===== src/rtl/hazard_pkg.sv =====
// Shared opcodes, tracking-slot layout and FSM state encoding for the
// pipeline hazard controller.
package hazard_pkg;

  localparam logic [4:0] OP_NOP = 5'd0;
  localparam logic [4:0] OP_STR = 5'd3;
  localparam logic [4:0] OP_LDR = 5'd7;
  localparam logic [4:0] OP_MUL = 5'd11;
  localparam logic [4:0] OP_B   = 5'd14;

  // Slots store tags at a fixed width so the struct can live in the package;
  // narrower tags are zero-extended on entry.
  localparam int TAG_W_MAX = 16;

  typedef struct packed {
    logic                 valid;
    logic [TAG_W_MAX-1:0] rd;
    logic                 is_load;
    logic                 writes;
  } slot_t;

  localparam slot_t SLOT_EMPTY = '0;

  typedef enum logic {
    ST_RUN      = 1'b0,
    ST_MUL_WAIT = 1'b1
  } state_t;

  function automatic logic writes_rd(input logic [4:0] opcode);
    return !(opcode inside {OP_NOP, OP_STR, OP_B});
  endfunction

endpackage


===== src/rtl/pipeline_hazard_ctrl_if.sv =====
// Signal bundle between the ID/EX datapath (master) and the hazard
// controller (slave).
interface pipeline_hazard_ctrl_if #(
  parameter int TAG_W = 9
);

  logic             id_valid;
  logic [4:0]       id_opcode;
  logic [TAG_W-1:0] id_rd;
  logic [TAG_W-1:0] id_rs;
  logic [TAG_W-1:0] id_rt;
  logic             ex_branch_taken;
  logic             stall;
  logic             idex_bubble;
  logic             ifid_flush;
  logic [1:0]       fwd_a;
  logic [1:0]       fwd_b;
  logic             busy;

  modport master (
    output id_valid, id_opcode, id_rd, id_rs, id_rt, ex_branch_taken,
    input  stall, idex_bubble, ifid_flush, fwd_a, fwd_b, busy
  );

  modport slave (
    input  id_valid, id_opcode, id_rd, id_rs, id_rt, ex_branch_taken,
    output stall, idex_bubble, ifid_flush, fwd_a, fwd_b, busy
  );

endinterface


===== src/rtl/hazard_slot_pipe.sv =====
// Three-deep EX/MEM/WB destination tracker. While hold is high the EX slot
// keeps its multiply and an empty slot drains into MEM.
module hazard_slot_pipe
  import hazard_pkg::*;
(
  input  logic  clk,
  input  logic  rst_n,
  input  logic  hold,
  input  slot_t ex_next,
  output slot_t ex,
  output slot_t mem,
  output slot_t wb
);

  always_ff @(posedge clk or negedge rst_n) begin
    if (!rst_n) begin
      ex  <= SLOT_EMPTY;
      mem <= SLOT_EMPTY;
      wb  <= SLOT_EMPTY;
    end else if (hold) begin
      mem <= SLOT_EMPTY;
      wb  <= mem;
    end else begin
      ex  <= ex_next;
      mem <= ex;
      wb  <= mem;
    end
  end

endmodule


===== src/rtl/pipeline_hazard_ctrl.sv =====
// Stall/bubble/flush generation and operand-forwarding selects for a
// five-stage pipeline with a multi-cycle multiplier in EX.
//
// state       | meaning
// ST_RUN      | normal issue; branch flush and load-use stall evaluated
// ST_MUL_WAIT | multiply occupying EX; front end stalled, counter running
module pipeline_hazard_ctrl
  import hazard_pkg::*;
#(
  parameter int TAG_W      = 9,
  parameter int MUL_CYCLES = 3
) (
  input logic                   clk,
  input logic                   rst_n,
  pipeline_hazard_ctrl_if.slave hz
);

  localparam logic [1:0] FWD_RF  = 2'b00;
  localparam logic [1:0] FWD_EX  = 2'b01;
  localparam logic [1:0] FWD_MEM = 2'b10;

  state_t           state_q, state_d;
  logic [3:0]       cnt_q, cnt_d;
  logic [1:0]       fwd_a_q, fwd_a_d, fwd_b_q, fwd_b_d;
  slot_t            ex_slot, mem_slot, wb_slot_unused, ex_next;
  logic [TAG_W-1:0] rd, rs, rt;
  logic             mul_wait, branch, load_use, issue;
  logic             stall, bubble, flush;

  function automatic logic tag_hit(input slot_t s, input logic [TAG_W-1:0] tag);
    return s.valid && (tag != '0) && (s.rd == TAG_W_MAX'(tag));
  endfunction

  function automatic logic [1:0] fwd_sel(input slot_t ex_s, input slot_t mem_s,
                                         input logic [TAG_W-1:0] tag);
    if (tag_hit(ex_s, tag) && ex_s.writes && !ex_s.is_load) return FWD_EX;
    if (tag_hit(mem_s, tag) && mem_s.writes)                return FWD_MEM;
    return FWD_RF;
  endfunction

  // Register specifiers are meaningless without a valid instruction.
  assign rd = hz.id_valid ? hz.id_rd : '0;
  assign rs = hz.id_valid ? hz.id_rs : '0;
  assign rt = hz.id_valid ? hz.id_rt : '0;

  always_comb begin
    state_d  = state_q;
    cnt_d    = cnt_q;
    fwd_a_d  = fwd_a_q;
    fwd_b_d  = fwd_b_q;
    ex_next  = SLOT_EMPTY;
    mul_wait = (state_q == ST_MUL_WAIT);
    branch   = hz.ex_branch_taken && rst_n;
    load_use = hz.id_valid && ex_slot.is_load &&
               (tag_hit(ex_slot, rs) || tag_hit(ex_slot, rt));

    stall  = mul_wait || (!branch && load_use);
    bubble = !mul_wait && (branch || load_use);
    flush  = !mul_wait && branch;
    issue  = hz.id_valid && !stall && !bubble;

    if (issue) begin
      ex_next.valid   = 1'b1;
      ex_next.rd      = TAG_W_MAX'(rd);
      ex_next.is_load = (hz.id_opcode == OP_LDR);
      ex_next.writes  = writes_rd(hz.id_opcode);
    end

    if (!mul_wait) begin
      if (issue) begin
        fwd_a_d = fwd_sel(ex_slot, mem_slot, rs);
        fwd_b_d = fwd_sel(ex_slot, mem_slot, rt);
      end else begin
        fwd_a_d = FWD_RF;
        fwd_b_d = FWD_RF;
      end
    end

    case (state_q)
      ST_RUN: begin
        if (issue && hz.id_opcode == OP_MUL) begin
          state_d = ST_MUL_WAIT;
          cnt_d   = 4'(MUL_CYCLES - 1);
        end
      end
      ST_MUL_WAIT: begin
        cnt_d = cnt_q - 4'd1;
        if (cnt_d == 4'd0) state_d = ST_RUN;
      end
      default: state_d = ST_RUN;
    endcase
  end

  always_ff @(posedge clk or negedge rst_n) begin
    if (!rst_n) begin
      state_q <= ST_RUN;
      cnt_q   <= 4'd0;
      fwd_a_q <= FWD_RF;
      fwd_b_q <= FWD_RF;
    end else begin
      state_q <= state_d;
      cnt_q   <= cnt_d;
      fwd_a_q <= fwd_a_d;
      fwd_b_q <= fwd_b_d;
    end
  end

  // WB is tracked to keep the slot model complete; nothing here consumes it.
  hazard_slot_pipe u_slots (
    .clk     (clk),
    .rst_n   (rst_n),
    .hold    (mul_wait),
    .ex_next (ex_next),
    .ex      (ex_slot),
    .mem     (mem_slot),
    .wb      (wb_slot_unused)
  );

  assign hz.stall       = stall;
  assign hz.idex_bubble = bubble;
  assign hz.ifid_flush  = flush;
  assign hz.fwd_a       = fwd_a_q;
  assign hz.fwd_b       = fwd_b_q;
  assign hz.busy        = (state_q == ST_MUL_WAIT);

endmodule


===== src/flat_wrapper.sv =====
// flat-port wrapper written by rule: the top's interface ports become plain ports
module pipeline_hazard_ctrl_flat import hazard_pkg::*;
#(
  parameter int TAG_W      = 9,
  parameter int MUL_CYCLES = 3
)
  (clk, rst_n, hz_id_valid, hz_id_opcode, hz_id_rd, hz_id_rs, hz_id_rt, hz_ex_branch_taken, hz_stall, hz_idex_bubble, hz_ifid_flush, hz_fwd_a, hz_fwd_b, hz_busy);
  pipeline_hazard_ctrl_if #(.TAG_W(TAG_W)) hz_i ();
  input logic clk;
  input logic rst_n;
  input wire logic [$bits(hz_i.id_valid)-1:0] hz_id_valid;
  input wire logic [$bits(hz_i.id_opcode)-1:0] hz_id_opcode;
  input wire logic [$bits(hz_i.id_rd)-1:0] hz_id_rd;
  input wire logic [$bits(hz_i.id_rs)-1:0] hz_id_rs;
  input wire logic [$bits(hz_i.id_rt)-1:0] hz_id_rt;
  input wire logic [$bits(hz_i.ex_branch_taken)-1:0] hz_ex_branch_taken;
  output wire logic [$bits(hz_i.stall)-1:0] hz_stall;
  output wire logic [$bits(hz_i.idex_bubble)-1:0] hz_idex_bubble;
  output wire logic [$bits(hz_i.ifid_flush)-1:0] hz_ifid_flush;
  output wire logic [$bits(hz_i.fwd_a)-1:0] hz_fwd_a;
  output wire logic [$bits(hz_i.fwd_b)-1:0] hz_fwd_b;
  output wire logic [$bits(hz_i.busy)-1:0] hz_busy;
  assign hz_i.id_valid = hz_id_valid;
  assign hz_i.id_opcode = hz_id_opcode;
  assign hz_i.id_rd = hz_id_rd;
  assign hz_i.id_rs = hz_id_rs;
  assign hz_i.id_rt = hz_id_rt;
  assign hz_i.ex_branch_taken = hz_ex_branch_taken;
  assign hz_stall = hz_i.stall;
  assign hz_idex_bubble = hz_i.idex_bubble;
  assign hz_ifid_flush = hz_i.ifid_flush;
  assign hz_fwd_a = hz_i.fwd_a;
  assign hz_fwd_b = hz_i.fwd_b;
  assign hz_busy = hz_i.busy;
  pipeline_hazard_ctrl #(.TAG_W(TAG_W), .MUL_CYCLES(MUL_CYCLES)) u_core (.clk(clk), .rst_n(rst_n), .hz(hz_i));
endmodule

===== config.mk =====
export PLATFORM = sky130hd
export DESIGN_NAME = pipeline_hazard_ctrl_flat
export DESIGN_NICKNAME = d
export VERILOG_FILES = /design/src/rtl/hazard_pkg.sv /design/src/rtl/pipeline_hazard_ctrl_if.sv /design/src/rtl/hazard_slot_pipe.sv /design/src/rtl/pipeline_hazard_ctrl.sv /design/src/flat_wrapper.sv
export SDC_FILE = /design/constraint.sdc
export NUM_CORES = 1
export LEC_CHECK = 0
export ABC_AREA = 1
export BUFFER_PORTS_ARGS = -buffer_cell sky130_fd_sc_hd__buf_2
export CAP_MARGIN = 20
export CORE_MARGIN = 2
export CORE_UTILIZATION = 55
export CTS_CLUSTER_SIZE = 12
export DETAILED_ROUTE_END_ITERATION = 8
export PLACE_DENSITY = 0.8
export SLEW_MARGIN = 10
export SYNTH_ARGS = -nofsm -noshare
export SYNTH_HDL_FRONTEND = slang
export SYNTH_SLANG_ARGS = --single-unit

===== constraint.sdc =====
create_clock -name clk -period 1.8 [get_ports clk]
set_input_delay 0.09 -clock clk [delete_from_list [all_inputs] [get_ports clk]]
set_output_delay 0.09 -clock clk [all_outputs]
set_load 0.02 [all_outputs]

# Word-level counts from Yosys, hierarchy flattened
# Cells that the tools add are included.
# classes
add_sub_neg,1
n_eq_ne,9
mux,34
bitwise_logic,1
n_reduce_logical,37
# ops
cell,count
$eq 16x9->1,4
$mux 19,2
$mux 9,3
$logic_and 1x1->1,23
$mux 2,10
$reduce_bool 9->1,2
$mux 1,16
$eq 5x4->1 const B,2
$pmux 4 s2,1
$logic_not 1->1,6
$eq 5x2->1 const B,1
$eq 5x3->1 const B,1
$logic_not 5->1,1
$logic_not 4->1,1
$mux 4,1
$sub 4x1->4 const B,1
$logic_or 1x1->1,3
$reduce_bool 3->1,1
$ne 2x1->1 const B,1
$pmux 1 s2,1
$not 1->1,1
# totals
ff_bits,46
inputBits,36
output_inout_bits,8
elab_cells,93

# Longest topological paths before layout
# Gate-level depths: netlist (run 1).
# logic_depth
depth_word,19
depth_mapped,15
depth_no_buf,13

# Hierarchy
# A second synthesis (run 1) with hierarchy kept.
# hier_totals
cells_unflattened,404
hier_area_um2,3255.6
# modules_own_cells
mod,n_inst,cells_per_inst,area_each_um2
hazard_slot_pipe,1,158,1836.8
pipeline_hazard_ctrl,1,246,1418.9

# Worst setup path before layout (run 1)
# Ideal clock, no wire load.
# synth_timing
kind,reg-to-output
from,reg u_core.u_slots.ex[4] in the netlist's numbering
to,out hz_stall
arrival_time_ns,1.485
t_required_ns,1.710
slack_ns,0.225
path_stages_with_launch,10
path_cell_list,dfrtp_1 -> inv_1 -> nand2_1 -> nand2_1 -> nand2_1 -> a21oi_1 -> nand2_1 -> nand2_1 -> nand2_2 -> o21ai_0
# synth_via
elab_chain_cells,6
word_cells_on_any_way,8
cone_classes,eq/ne: 2; reduce/logical: 6
# synth_lines
item,line,rtl
start: declaration,hazard_slot_pipe.sv:10,"output slot_t ex,"
start signal: assignment,hazard_slot_pipe.sv:24,ex <= ex_next;
$eq 16x9->1,pipeline_hazard_ctrl.sv:31,return s.valid && (tag != '0) && (s.rd == TAG_W_MAX'(tag));
$logic_and 1x1->1,pipeline_hazard_ctrl.sv:31,
$logic_or 1x1->1 *,pipeline_hazard_ctrl.sv:55,"(tag_hit(ex_slot, rs) || tag_hit(ex_slot, rt));"
$logic_and 1x1->1 *,pipeline_hazard_ctrl.sv:54,load_use = hz.id_valid && ex_slot.is_load &&
$logic_and 1x1->1 *,pipeline_hazard_ctrl.sv:57,stall = mul_wait || (!branch && load_use);
$logic_or 1x1->1 *,pipeline_hazard_ctrl.sv:57,
end: declaration,flat_wrapper.sv:17,output wire logic [$bits(hz_i.stall)-1:0] hz_stall;
# Every way passes the cells marked *; elsewhere a longest branch is shown, timed or not.

# Final worst setup path (run 1)
# layout_timing
from,reg u_core.u_slots.ex[5] in the netlist's numbering
to,out hz_stall
# The elaborated chain is that of the path after synthesis.

==> impl_results.md, run 1 <==
* Status: complete, but fails checks
* Failing checks: setup timing
* Row cnt at 23
* Via count at 2253
* Least-Margin Pin Slew at 0.501 ns
* PD cells at 1170 nW/um2
* Remaining global-route overflow at 0
* Synth area leaders: dfrtp_1, nand2_1, nand3_1
* DR iter-0 viols at 208
* Antenna diode count at 0
* Initial Util at 56.7%
* Max-cap violation count at 0
* Worst Path Required at 1.71 ns
* Mapped Nets at 346
* H-tree Lvls at 2
* Port bufs at 43
* Critical hold path startpoint: hz_id_rd[5]
* Mapped Avg Cell Area at 7.26 um2
* RSZ-0062 raised after global routing: yes
* CTS Root Cell: clkbuf_8
* DRT Pass-1 Iters at 4
* Final WL at 6090 um
* Worst setup margin at -0.0177 ns
* Clk Latency, worst-skew pair at 0.29 ns
* Pin count of the biggest net entering global routing at 33
* Syn Std Cell Area at 2230 um2
* Min Tclk post-route at 1.82 ns
* DR WL/cell at 14.6 um
* CP startpoint: u_core.u_slots.ex[5]
* Residual DRC count at 0
* Crit path max fanout at 3
* Overall die width at 67.7 um
* Hold Path Depth at 3
* Post-place setup slack at 0.0577 ns
* Global-route usage over all layers at 29.4%
* Post-layout util at 70.8%
* Seq/Total Area, Yosys at 35.8%
* Leak at 1.49 nW
* Inserted Clock Buffers at 5
* Area leader, netlist: dfrtp_1
* Layout cells sized above 1 at 31.1%
* Routability cong. at 0.977
* Fmax at 0.550 GHz
* Routed vias/inst at 5.40
* Worst path slowest cell: dfrtp_1
* Clk buf depth at 2
* CP arrival at 1.73 ns
* Hpwl dp at 4640 um
* Clock slew seen by the registers of the worst setup and hold paths at 0.07 ns
* Syn Inst Count at 308
* CTS Sinks at 32
* Full die area at 4590 um2
* Worst Clk Skew at 0.00458 ns
* Die Ht at 67.7 um
* CP Launch Type: register
* NumNets Final at 404
* Vias in the first global route at 2115
* Rel. slew slack at 66.5%
* Core area at 3940 um2
* Slew Viols, Final at 0
* Initial antenna violation count at 0
* CP endpoint kind: output port
* Reg2reg start: u_core.u_slots.ex[5]
* FILL cells at 332
* CP Cell Sequence: buf_4 > nand2_2 > nand2_1 > nor2_1 > nand2_1 > nor2_1 > nand2_1 > nand2_1 > nand2_2 > o21ai_2 > buf_6
* Yosys reg bits at 32
* ANT nets after route at 0
* Critical path's largest stage delay at 0.42 ns
* Worst min path class: in -> reg
* Crit Path Class: reg -> out
* Most frequent CP cell: nand2_1
* IO Count at 44
* Area share of the largest cell type after synthesis at 35.8%
* Max rail drop VDD at 0.746 mV
* Setup violators final at 1
* TNS Setup at -0.0177 ns
* Synth cell types at 36
* Hold Vio Cnt, Final at 0
* Synth warnings at 0
* R2R depth at 14
* Layout area overhead at 24.9%
* Tcrit/Tclk final at 101%
* Global-route wire length before repair at 9860 um
* CTS tree: yes
==> routing by layer <==
metal  wire length [um]  track usage, %  vias up
met1               2710            39.4     1040
met4                122            12.2        0
met2               2900            46.9       80
met3                359            5.00       13
met5                  0               0        -
li1                   -               -     1120
==> Yosys cell counts <==
master     instances
clkbuf_1           2
nor3_1             3
buf_6              2
nand4_1            5
or4_1              1
nand2_2            3
and3_1             2
nand2_4           11
buf_2              2
or2_2              3
xor2_2             1
nand3b_1           1
nand3_1           26
o2bb2ai_1          1
ha_1               2
nor2_1            33
dfrtp_1           32
o22a_1             1
buf_12             1
o211ai_1           1
nand2_1          101
o311ai_0           1
o21ai_0           13
nor2_2             1
o21ai_2            6
o21ai_1            4
inv_6              1
a21oi_1            8
inv_1             20
nor3b_1            3
xnor2_1            2
a221oi_1           1
xor2_1            10
nand3_2            1
nor4_1             2
clkinv_1           1
==> final timing paths <==
kind / to / slack, ns
max reg2reg: u_core.u_slots.ex[4] / 0.10
min: u_core.u_slots.ex[7] / 0.01
max: hz_stall / -0.02
min in group asynchronous: u_core.u_slots.ex[5] / 0.43
min reg2reg: u_core.hz.fwd_a[0] / 0.48
max in group asynchronous: u_core.u_slots.ex[4] / 1.04
==> stage by stage <==
step                total power, W  instance area (um2)  hold WS, ns  std cells
floorplan                  0.00197                 2230       -0.206        308
global placement           0.00234                 2510        0.216        399
detailed placement         0.00236                 2510        0.219        399
CTS                        0.00315                 2680      0.00542        410
global route               0.00350                 2790       0.0199        417
finish                     0.00326                 2790       0.0108        417
==> cells in the final DEF, fill, tap and decap left out, types with 3 or more instances in the layout <==
master    instances
nand2_2           5
nand4_1           5
o21ai_2           7
nand2_1          99
dfrtp_2           3
o21ai_0          12
nor3b_1           3
buf_4            13
nor3_1            3
or2_2             3
clkbuf_8          7
nand3_1          20
xor2_1           10
inv_1            11
o21ai_1           4
a21oi_1           7
nor2_1           33
buf_2            41
nand3_2           6
dfrtp_1          29
inv_2             9
nand2_4          10
==> where the power goes <==
group	internal, W	switching, W
sequential	0.000921	0.000196
clock	0.000488	0.000265
combinational	0.000535	0.000852
==> worst max-delay path: cells and delay by family (launching register included) <==
family	cells	cell delay (ns)
compound gates	1	0.16
buf+inv	2	0.28
flops	1	0.42
simple gates	8	0.56
==> cell families (layout without fill, tap and decap cells) <==
group / Yosys count / in the layout / synth area share (%)
AO/OA/AOI/OAI: 36 / 36 / 9.85
XOR/XNOR: 13 / 13 / 5.43
adder cells (fa/ha/maj): 2 / 2 / 1.12
buffers and inverters: 29 / 88 / 6.61
flip-flops: 32 / 32 / 35.8
AND/OR/NAND/NOR: 196 / 196 / 41.2
==> what timing repair did <==
item,CTS,global route
endpoints found under the setup margin,2,13
hold buffers,1,0
setup buffers,2,7
pin swaps,1,12
hold endpoints to repair,32,0
resized for setup,9,19
==> state kept, by name, summed over array words and instances (netlist names) <==
name and count:
u_core.cnt_q 4, u_core.u_slots.mem 11, u_core.hz.busy 1, u_core.u_slots.ex 12
u_core.hz.fwd_b 2, u_core.hz.fwd_a 2
==> cell type report <==
class / count / area [um2] / area share, %
clock buffers: 7 / 96.3 / 3.45
flip-flops and latches: 32 / 805 / 28.8
repair buffers: 58 / 364 / 13.0
clock inverters: 1 / 30.0 / 1.08
well taps: 50 / 62.6 / 2.24
inverters: 22 / 87.6 / 3.14
multi-input cells: 247 / 1350 / 48.2
No activity file was read; power rests on OpenSTA's default activity.
==> run 2, diff against run 1 <==
--- a/config.mk
+++ b/config.mk
@@ -10,7 +10,7 @@
 export CAP_MARGIN = 20
 export CORE_MARGIN = 2
 export CORE_UTILIZATION = 55
-export CTS_CLUSTER_SIZE = 12
+export CTS_BUF_LIST = sky130_fd_sc_hd__clkbuf_2
 export DETAILED_ROUTE_END_ITERATION = 8
 export PLACE_DENSITY = 0.8
 export SLEW_MARGIN = 10
==> constraint.sdc (replaced) <==
create_clock -name clk -period 2 [get_ports clk]
set_input_delay 0.1 -clock clk [delete_from_list [all_inputs] [get_ports clk]]
set_output_delay 0.1 -clock clk [all_outputs]
set_load 0.02 [all_outputs]
==> run 2 against run 1 <==
The flow now finishes without violations. Total power down 20%. Clock power fell by 57%. Routed wire length rose by 1.6%.
==> impl_results.md, run 2 (same netlist as run 1, synthesis figures left out) <==
* Psw at 0.00119 W
* Pin count of the biggest net entering global routing at 36
* CTS tree: yes
* Fin cells at 428
* Post-layout util at 71.5%
* Residual DRC count at 0
* Clk buf depth at 2
* PD cells at 922 nW/um2
* CTS Root Cell: clkbuf_2
* Via count at 2282
* Fmax at 0.527 GHz
* DR WL/cell at 14.5 um
* Internal power at 0.00142 W
* RSZ-0062 raised after global routing: yes
* Worst Clk Skew at 0.00820 ns
* Total design power at 0.00260 W
* Max-cap violation count at 0
* CP Launch Type: register
* Dpl cells at 398
* Rel. slew slack at 72.7%
* Leak at 1.52 nW
* Final WL at 6190 um
* Critical path's largest stage delay at 0.42 ns
* Clk Latency, worst-skew pair at 0.39 ns
* Global-route wire length before repair at 9650 um
* Clk pwr share at 12.5%
* H-tree Lvls at 2
* Least-Margin Pin Slew at 0.410 ns
* DR iter-0 viols at 192
* Hold WS at 0.0441 ns
* IO Count at 44
* Tcrit/Tclk final at 94.9%
* Initial Util at 56.7%
* DRT Pass-1 Iters at 4
* Max reg flops at 12
* Port bufs at 43
* Core area at 3940 um2
* Setup violators final at 0
* GR Util met2 at 47.9%
* Status: finished clean
* Placed Area at 2490 um2
* NumNets Final at 415
* Hold Vio Cnt, Final at 0
* Bufs and invs on worst path at 2
* Most frequent cells in the layout: nand2_1, buf_2, nor2_1
* Max rail drop VDD at 0.470 mV
* Hpwl dp at 4510 um
* Overall die width at 67.7 um
* Inserted Clock Buffers at 5
* Routed vias/inst at 5.33
* Clock slew seen by the registers of the worst setup and hold paths at 0.18 ns
* GR peak layer: met2
* CP Cell Sequence: inv_1 > a21oi_1 > nor2_1 > nand2_1 > nor2_1 > nand2_1 > nand2_2 > nand2_4 > a21oi_2 > buf_4
* Layout cells sized above 1 at 32.0%
* Layout area overhead at 26.2%
* M1 GR Usage at 37.6%
* Routability cong. at 0.928
* Largest delay share family, worst path: simple AND/OR/NAND/NOR gates
* Worst min path class: in -> reg
* Row cnt at 23
* CTS Sinks at 32
* Min Tclk post-route at 1.90 ns
* Crit Path Class: reg -> out
* Full die area at 4590 um2
* FILL cells at 340
* Antenna diode count at 0
* ANT nets after route at 0
* CP endpoint kind: output port
* Worst path slowest cell: dfrtp_1
* Vias in the first global route at 2043
* CP arrival at 1.80 ns
* Largest Register: u_core.u_slots.ex
* Slew Viols, Final at 0
* Remaining global-route overflow at 0
* Comb power frac at 49.6%
* Most common cell after layout, fill and taps aside: nand2_1
* Die Ht at 67.7 um
* Switching Fraction at 45.6%
* Worst Path Required at 1.90 ns
* Fin area at 2820 um2
* Crit path max fanout at 5
* Regs by FF count: u_core.u_slots.ex: 12 flops, u_core.u_slots.mem: 11 flops, u_core.cnt_q: 4 flops
* Met3 Use GR at 7.33%
* Global-route usage over all layers at 29.3%
* Initial antenna violation count at 0
* Reg power frac at 37.9%
## run 2: cell types whose count changed in the layout (fill, tap and decap cells not counted), moves of 2 or more
cell / previous run / this run
dlygate4sd3_1: 1 / 10
clkbuf_8: 7 / 0
clkbuf_2: 0 / 5
nand2_1: 99 / 95
buf_4: 13 / 16
nand2_2: 5 / 8
nand3_1: 20 / 17
nand3_2: 6 / 9
clkinv_2: 0 / 2
nand2_4: 10 / 12
## run 2: worst min-delay path: stages
cell and delay [ns]:
buf_2 0.10, or4_1 0.13, o21ai_0 0.09
## run 2: final cells by class
class | instances | area (um2) | share of cell area (%)
Inverter | 22 | 87.6 | 3.11
Tap cell | 50 | 62.6 | 2.22
Sequential cell | 32 | 803 | 28.5
Clock inverter | 3 | 18.8 | 0.665
Timing Repair Buffer | 69 | 457 | 16.2
Multi-Input combinational cell | 247 | 1370 | 48.4
Clock buffer | 5 | 25.0 | 0.887
## run 2: metal layers
metal / vias up / share of wire, %
met4: 0 / 1.6
met2: 76 / 49
li1: 1143 / -
met5: - / 0
met3: 10 / 7.2
met1: 1053 / 42
## run 2: timing repair
| item | 4_1_cts | 5_1_grt |
|---|---|---|
| hold buffers | 10 | 0 |
| endpoints found under the setup margin | 2 | 2 |
| gates resized for setup | 8 | 25 |
| pin swaps | 0 | 5 |
| setup buffers | 0 | 12 |
| endpoints found under the hold margin | 41 | 0 |
## run 2: worst paths after layout
check                                     start                     to  slack, ns  depth (start not counted)
max                        u_core.u_slots.ex[3]         hz_idex_bubble       0.10                         10
min in group asynchronous                 rst_n  u_core.u_slots.mem[9]       0.32                          3
max in group asynchronous                 rst_n   u_core.u_slots.ex[4]       1.36                          3
min                             hz_id_opcode[4]   u_core.u_slots.ex[1]       0.04                          3
max reg2reg                u_core.u_slots.ex[3]        u_core.cnt_q[1]       0.36                         13
min reg2reg                  u_core.hz.fwd_a[1]     u_core.hz.fwd_a[1]       0.52                          2
## run 2: stage by stage
step	setup TNS, ns	worst slack [ns]
after global placement	0	0.300
after floorplan	0	0.415
after detailed placement	0	0.310
after global routing	-0.0850	-0.0469
after CTS	0	0.00368
final	0	0.102
## run 2: power groups by stage
stage	combinational (W)	clock, W	sequential (W)
2_1_floorplan	0.000802	0	0.000968
6_report	0.00129	0.000326	0.000986
4_1_cts	0.00115	0.000332	0.000980
5_1_grt	0.00145	0.000371	0.00101
3_3_place_gp	0.00111	0	0.000986
3_5_place_dp	0.00112	0	0.000990
